[src/rtl/mult_share_arbiter.sv]
// ---------------------------------------------------------------------------
// mult_share_arbiter
//
// Shares one sequential multiplier between two requesters. A round-robin
// arbiter picks an owner, the owner's operands are latched, then fed to the
// multiplier as two load pulses (A then B) separated by gap cycles so the
// multiplier's load one-shot re-arms. A start pulse follows, the arbiter
// waits for mul_ready, captures mul_result and pulses done for the owner.
//
// Parameters
//   WORD_LENGTH : operand width of the shared multiplier
//   TIMEOUT     : maximum WAIT cycles before aborting (timeout build only)
//
// Ports
//   clk                 : clock, rising edge
//   reset               : asynchronous active-low reset
//   req_0/req_1         : operation requests
//   a_0/a_1, b_0/b_1    : operands per requester
//   op_0/op_1           : add/sub select per requester
//   grant_0/grant_1     : current owner of the multiplier
//   done_0/done_1       : one-cycle completion pulses
//   result              : last captured product
//   error               : last operation timed out
//   busy                : arbiter not idle
//   mul_load/mul_data   : operand load strobe and data to the multiplier
//   mul_start/mul_op    : start strobe and op select to the multiplier
//   mul_ready/mul_result: multiplier completion flag and product
//
// Build option
//   MULT_ARB_TIMEOUT_EN : when defined, WAIT is bounded by TIMEOUT cycles;
//                         on expiry the operation finishes with result=0
//                         and error=1. When undefined, error is tied low
//                         and no counter exists.
// ---------------------------------------------------------------------------
module mult_share_arbiter #(
    parameter int WORD_LENGTH = 5,
    parameter int TIMEOUT     = 4*WORD_LENGTH+8
) (
    input  logic                     clk,
    input  logic                     reset,
    input  logic                     req_0,
    input  logic                     req_1,
    input  logic [WORD_LENGTH-1:0]   a_0,
    input  logic [WORD_LENGTH-1:0]   a_1,
    input  logic [WORD_LENGTH-1:0]   b_0,
    input  logic [WORD_LENGTH-1:0]   b_1,
    input  logic                     op_0,
    input  logic                     op_1,
    output logic                     grant_0,
    output logic                     grant_1,
    output logic                     done_0,
    output logic                     done_1,
    output logic [2*WORD_LENGTH-1:0] result,
    output logic                     error,
    output logic                     busy,
    output logic                     mul_load,
    output logic                     mul_start,
    output logic                     mul_op,
    output logic [WORD_LENGTH-1:0]   mul_data,
    input  logic                     mul_ready,
    input  logic [2*WORD_LENGTH-1:0] mul_result
);

    typedef enum logic [3:0] {
        IDLE,
        GRANT,
        LOAD_A,
        GAP_A,
        LOAD_B,
        GAP_B,
        START,
        WAIT,
        DONE
    } state_t;

    state_t                   state_q, state_d;
    logic                     owner_q, owner_d;   // 0 = port 0, 1 = port 1
    logic                     last_q, last_d;     // port served most recently
    logic [WORD_LENGTH-1:0]   a_q, a_d;
    logic [WORD_LENGTH-1:0]   b_q, b_d;
    logic                     op_q, op_d;
    logic [2*WORD_LENGTH-1:0] result_q, result_d;
    logic                     pick;

`ifdef MULT_ARB_TIMEOUT_EN
    localparam int CNT_W = $clog2(TIMEOUT+1);
    logic [CNT_W-1:0] cnt_q, cnt_d;
    logic             error_q, error_d;
`endif

    // Next-state logic
    always_comb begin
        state_d  = state_q;
        owner_d  = owner_q;
        last_d   = last_q;
        a_d      = a_q;
        b_d      = b_q;
        op_d     = op_q;
        result_d = result_q;
        pick     = 1'b0;
`ifdef MULT_ARB_TIMEOUT_EN
        cnt_d    = '0;
        error_d  = error_q;
`endif

        case (state_q)
            IDLE: begin
                if (req_0 || req_1) begin
                    // Contention goes to the port not served last; a lone
                    // request is granted directly.
                    pick    = (req_0 && req_1) ? ~last_q : req_1;
                    owner_d = pick;
                    last_d  = pick;
                    // Operands are captured on entry to GRANT so they are
                    // stable for the whole operation, mul_op included.
                    a_d     = pick ? a_1  : a_0;
                    b_d     = pick ? b_1  : b_0;
                    op_d    = pick ? op_1 : op_0;
                    state_d = GRANT;
                end
            end
            GRANT:  state_d = LOAD_A;
            LOAD_A: state_d = GAP_A;
            GAP_A:  state_d = LOAD_B;
            LOAD_B: state_d = GAP_B;
            GAP_B:  state_d = START;
            START:  state_d = WAIT;
            WAIT: begin
                if (mul_ready) begin
                    // Captured on entry to DONE so result is valid while
                    // done pulses.
                    result_d = mul_result;
`ifdef MULT_ARB_TIMEOUT_EN
                    error_d  = 1'b0;
`endif
                    state_d  = DONE;
                end
`ifdef MULT_ARB_TIMEOUT_EN
                else if (cnt_q == CNT_W'(TIMEOUT-1)) begin
                    result_d = '0;
                    error_d  = 1'b1;
                    state_d  = DONE;
                end else begin
                    cnt_d = cnt_q + 1'b1;
                end
`endif
            end
            DONE:    state_d = IDLE;
            default: state_d = IDLE;
        endcase
    end

    always_ff @(posedge clk or negedge reset) begin
        if (!reset) begin
            state_q  <= IDLE;
            owner_q  <= 1'b0;
            last_q   <= 1'b1;   // favours port 0 on the first contention
            a_q      <= '0;
            b_q      <= '0;
            op_q     <= 1'b0;
            result_q <= '0;
        end else begin
            state_q  <= state_d;
            owner_q  <= owner_d;
            last_q   <= last_d;
            a_q      <= a_d;
            b_q      <= b_d;
            op_q     <= op_d;
            result_q <= result_d;
        end
    end

`ifdef MULT_ARB_TIMEOUT_EN
    always_ff @(posedge clk or negedge reset) begin
        if (!reset) begin
            cnt_q   <= '0;
            error_q <= 1'b0;
        end else begin
            cnt_q   <= cnt_d;
            error_q <= error_d;
        end
    end

    assign error = error_q;
`else
    assign error = 1'b0;
`endif

    // Outputs decode straight from the state register so an asserted reset
    // drops them without waiting for a clock edge.
    always_comb begin
        busy      = (state_q != IDLE);
        grant_0   = busy && !owner_q;
        grant_1   = busy &&  owner_q;
        mul_load  = (state_q == LOAD_A) || (state_q == LOAD_B);
        mul_start = (state_q == START);
        mul_op    = busy ? op_q : 1'b0;
        done_0    = (state_q == DONE) && !owner_q;
        done_1    = (state_q == DONE) &&  owner_q;
        mul_data  = '0;
        if (state_q == LOAD_A) mul_data = a_q;
        if (state_q == LOAD_B) mul_data = b_q;
    end

    assign result = result_q;

endmodule

[config.mk]
export PLATFORM = sky130hd
export DESIGN_NAME = mult_share_arbiter
export DESIGN_NICKNAME = d
export VERILOG_FILES = /design/src/rtl/mult_share_arbiter.sv
export SDC_FILE = /design/constraint.sdc
export NUM_CORES = 1
export LEC_CHECK = 0
export CORE_AREA = 2 2 54 81
export CTS_CLUSTER_DIAMETER = 60
export DETAILED_ROUTE_END_ITERATION = 7
export DIE_AREA = 0 0 56 83
export PLACE_DENSITY = 0.75
export SETUP_SLACK_MARGIN = 0.02
export SLEW_MARGIN = 20
export SYNTH_ARGS = -nofsm -noshare
export SYNTH_HDL_FRONTEND = slang
export SYNTH_SLANG_ARGS = --single-unit
[constraint.sdc]
create_clock -name clk -period 1.43 [get_ports clk]
set_clock_uncertainty 0.1 [all_clocks]
set_input_delay 0.2145 -clock clk [delete_from_list [all_inputs] [get_ports clk]]
set_output_delay 0.2145 -clock clk [all_outputs]
set_load 0.005 [all_outputs]
==> flow_summary.ini <==
[power_and_ir_drop]
pwr-share-clk = 0.090
switching_share = 0.364
p_comb_frac = 0.595
p_sw_uw = 1740
internal_power_uw = 3050
p_leak_uw = 0.00105
seqPwrFrac = 0.314
finalPower_uw = 4790
power_density_nw_per_um2 = 1960
ir_drop_mv = 1.08

[outcome]
violations = setup timing
status = complete, but fails checks

[place]
port_buffers = 59
place_ws_ps = -478
hpwl_um = 3000
gp_congestion = 0.766

[yosys]
yosys.area_share.adder = 0
synth_seq_cells = 27
synth.area.mux_share = 0.0809
synth_top_family_by_area = compound AO/OA/AOI/OAI gates
ys_seq_area_frac = 0.486
yosysMostFrequentCell = dfrtp_1
synthSimpleGateAreaFrac = 0.102
avgSynthCellArea_um2 = 11.8
ys_warn_count = 0
ys_types = 32
synth_top_area_cell = dfrtp_1
synthFlopType = dfrtp_1
synth_xor_xnor_area_share = 0
syn_inst = 118
synth-compound-area-share = 0.261
synth_edf_count = 0
synthesis.nets = 155
async_flop_share = 1.00
synth_top_area_share = 0.467
synthTopCellsByArea = dfrtp_1 47%, mux2_2 8.1%, a2bb2oi_2 7.5%, o32ai_1 6.9%, nor2_1 3.0%
synthesis.area_um2 = 1390
yosys-top-cells-count = 26 x dfrtp_1, 11 x nor2_1, 11 x o32ai_1, 10 x mux2_2, 7 x a2bb2oi_2

[routing]
drtPass1Iterations = 4
drt-initial-drc-count = 39
wl_per_cell_um = 19.3
drtAntennaViolNets = 0
wl_um = 4780
viasPerCell = 5.43
drcViolationCount = 0
vias = 1346

[timing]
setup_ws_ps = -355
worst_pin_slew_ps = 496
max_freq_mhz = 560
finalSetupViolations = 38
rsz0062_at_grt = yes
finalHoldViolations = 0
max_slew_margin = 0.668
fin_crit_ps = 1780
period_share = 1.25
drv_slew = 0

[job]
cap_viol_max_count = 0

[finish]
fin_nets = 241
synthToLayoutAreaGrowth_pct = 75.5
utilization = 0.623
fillers = 313
antennaDiodeCount = 0
drive_above_1_share = 0.493

[clocking]
clk_pin_slew_ps = 100
cts_tree = built
cts_buffers = 3
cts_root_buf = clkbuf_8
clk_latency_ps = 270
cts_sinks = 27
htreeDepth = 1
cts_buffer_depth = 2

[critical_path]
cp-start-kind = register
cp-end-kind = primary output
crit_type = reg2out
worst-r2r-setup-slack_ps = -270
rr_worst_depth = 5
crit_path_max_fanout = 4
arrival_ps = 1470
required_ps = 1120

[die]
pin_count = 61
die-area_um2 = 4650
start_util = 0.355
fp.dieW_um = 56
coreArea_um2 = 3920
rows = 28
die_y_um = 83

[global_routing]
grt_util_all_layers = 0.199
grt_pass1_vias = 1486
grt_pass1_wl_um = 7380
gr-total-overflow = 0
antenna_found_initial = 0
grt_start_max_net_pins = 28

[worst_hold_path]
hold_path_class = in2async
repair_timing:
action / in CTS / in global routing
cloned: 2 / 0
pin swaps: 13 / 17
gates resized for setup: 96 / 25
hold buffers: 0 / 0
setup buffers: 13 / 5
setup endpoints to repair: 47 / 39
area by class of cell:
class	instances	area [um2]	share of cell area
clock buffer	3	41.3	0.0169
sequential	27	679	0.278
tap	45	56.3	0.0230
inverter	5	18.8	0.00768
clock inverter	1	5.00	0.00205
multi-input combinational	77	791	0.324
timing repair buffer	90	852	0.349
worst max-delay path, stage by stage, from the launching register on:
cell and delay [ps]:
dfrtp_1 400, buf_6 130, nor4_4 260, buf_6 150, buf_4 110, inv_1 30
buf_2 110
kinds of logic after synthesis:
group,count (synthesis)
flops,27
mux,10
buf+inv,16
other cells,1
compound gates,38
simple gates,26
path summary, 6_finish.rpt:
path                                             start               endpoint
max in group asynchronous                        reset     last_q$_DFFE_PN1P_
worst max-delay path            state_q[3]$_DFFE_PN0P_                   busy
worst min register to register   result[3]$_DFFE_PN0P_  result[3]$_DFFE_PN0P_
min in group clk                 result[3]$_DFFE_PN0P_  result[3]$_DFFE_PN0P_
worst max register to register  state_q[2]$_DFFE_PN0P_  result[0]$_DFFE_PN0P_
worst min-delay path                             reset     a_q[3]$_DFFE_PN0P_
cells in the final DEF, fill, tap and decap left out, drive strengths merged, types with 2 or more instances in the layout:
cell type | Yosys | routed
a22oi | 5 | 5
a2bb2oi | 11 | 11
buf | 7 | 44
clkbuf | 4 | 3
clkdlybuf4s50 | 0 | 36
dfrtp | 26 | 26
dlygate4sd2 | 0 | 10
inv | 5 | 5
mux2 | 10 | 10
nand2 | 3 | 3
nor2 | 11 | 11
nor2b | 4 | 4
nor3 | 3 | 3
o21a | 1 | 2
o21ai | 2 | 2
o21ba | 2 | 2
o32ai | 11 | 11
or3 | 1 | 2
metrics by stage:
stage / setup TNS [ps] / hold WS (ps) / instances / area (um2)
final: -9230 / 197 / 248 / 2440
after global placement: -11160 / 389 / 227 / 2100
after floorplan: -1840 / -181 / 118 / 1410
after detailed placement: -12480 / 393 / 227 / 2100
after global routing: -11080 / 203 / 248 / 2440
after CTS: -7840 / 204 / 244 / 2310
sequential cells by signal, indices dropped and copies added (netlist names):
signal and flops:
result 10, a_q 5, b_q 5, state_q 4, last_q 1, op_q 1
owner_q 1
metal layers:
layer	part of all wire	up-vias	GRT usage
met5	0	-	0
met4	0.012	0	0.0563
met3	0.040	6	0.0187
met2	0.58	50	0.381
met1	0.37	681	0.228
li1	-	609	-
power groups by stage:
stage	Sequential, uW	Combinational (uW)	Clock [uW]
floorplan	1370	1220	0
global placement	1400	2100	0
detailed placement	1440	2180	0
CTS	1460	2440	440
global route	1550	3020	468
finish	1510	2850	432
Note: power is estimated with default switching activity, not from simulation.
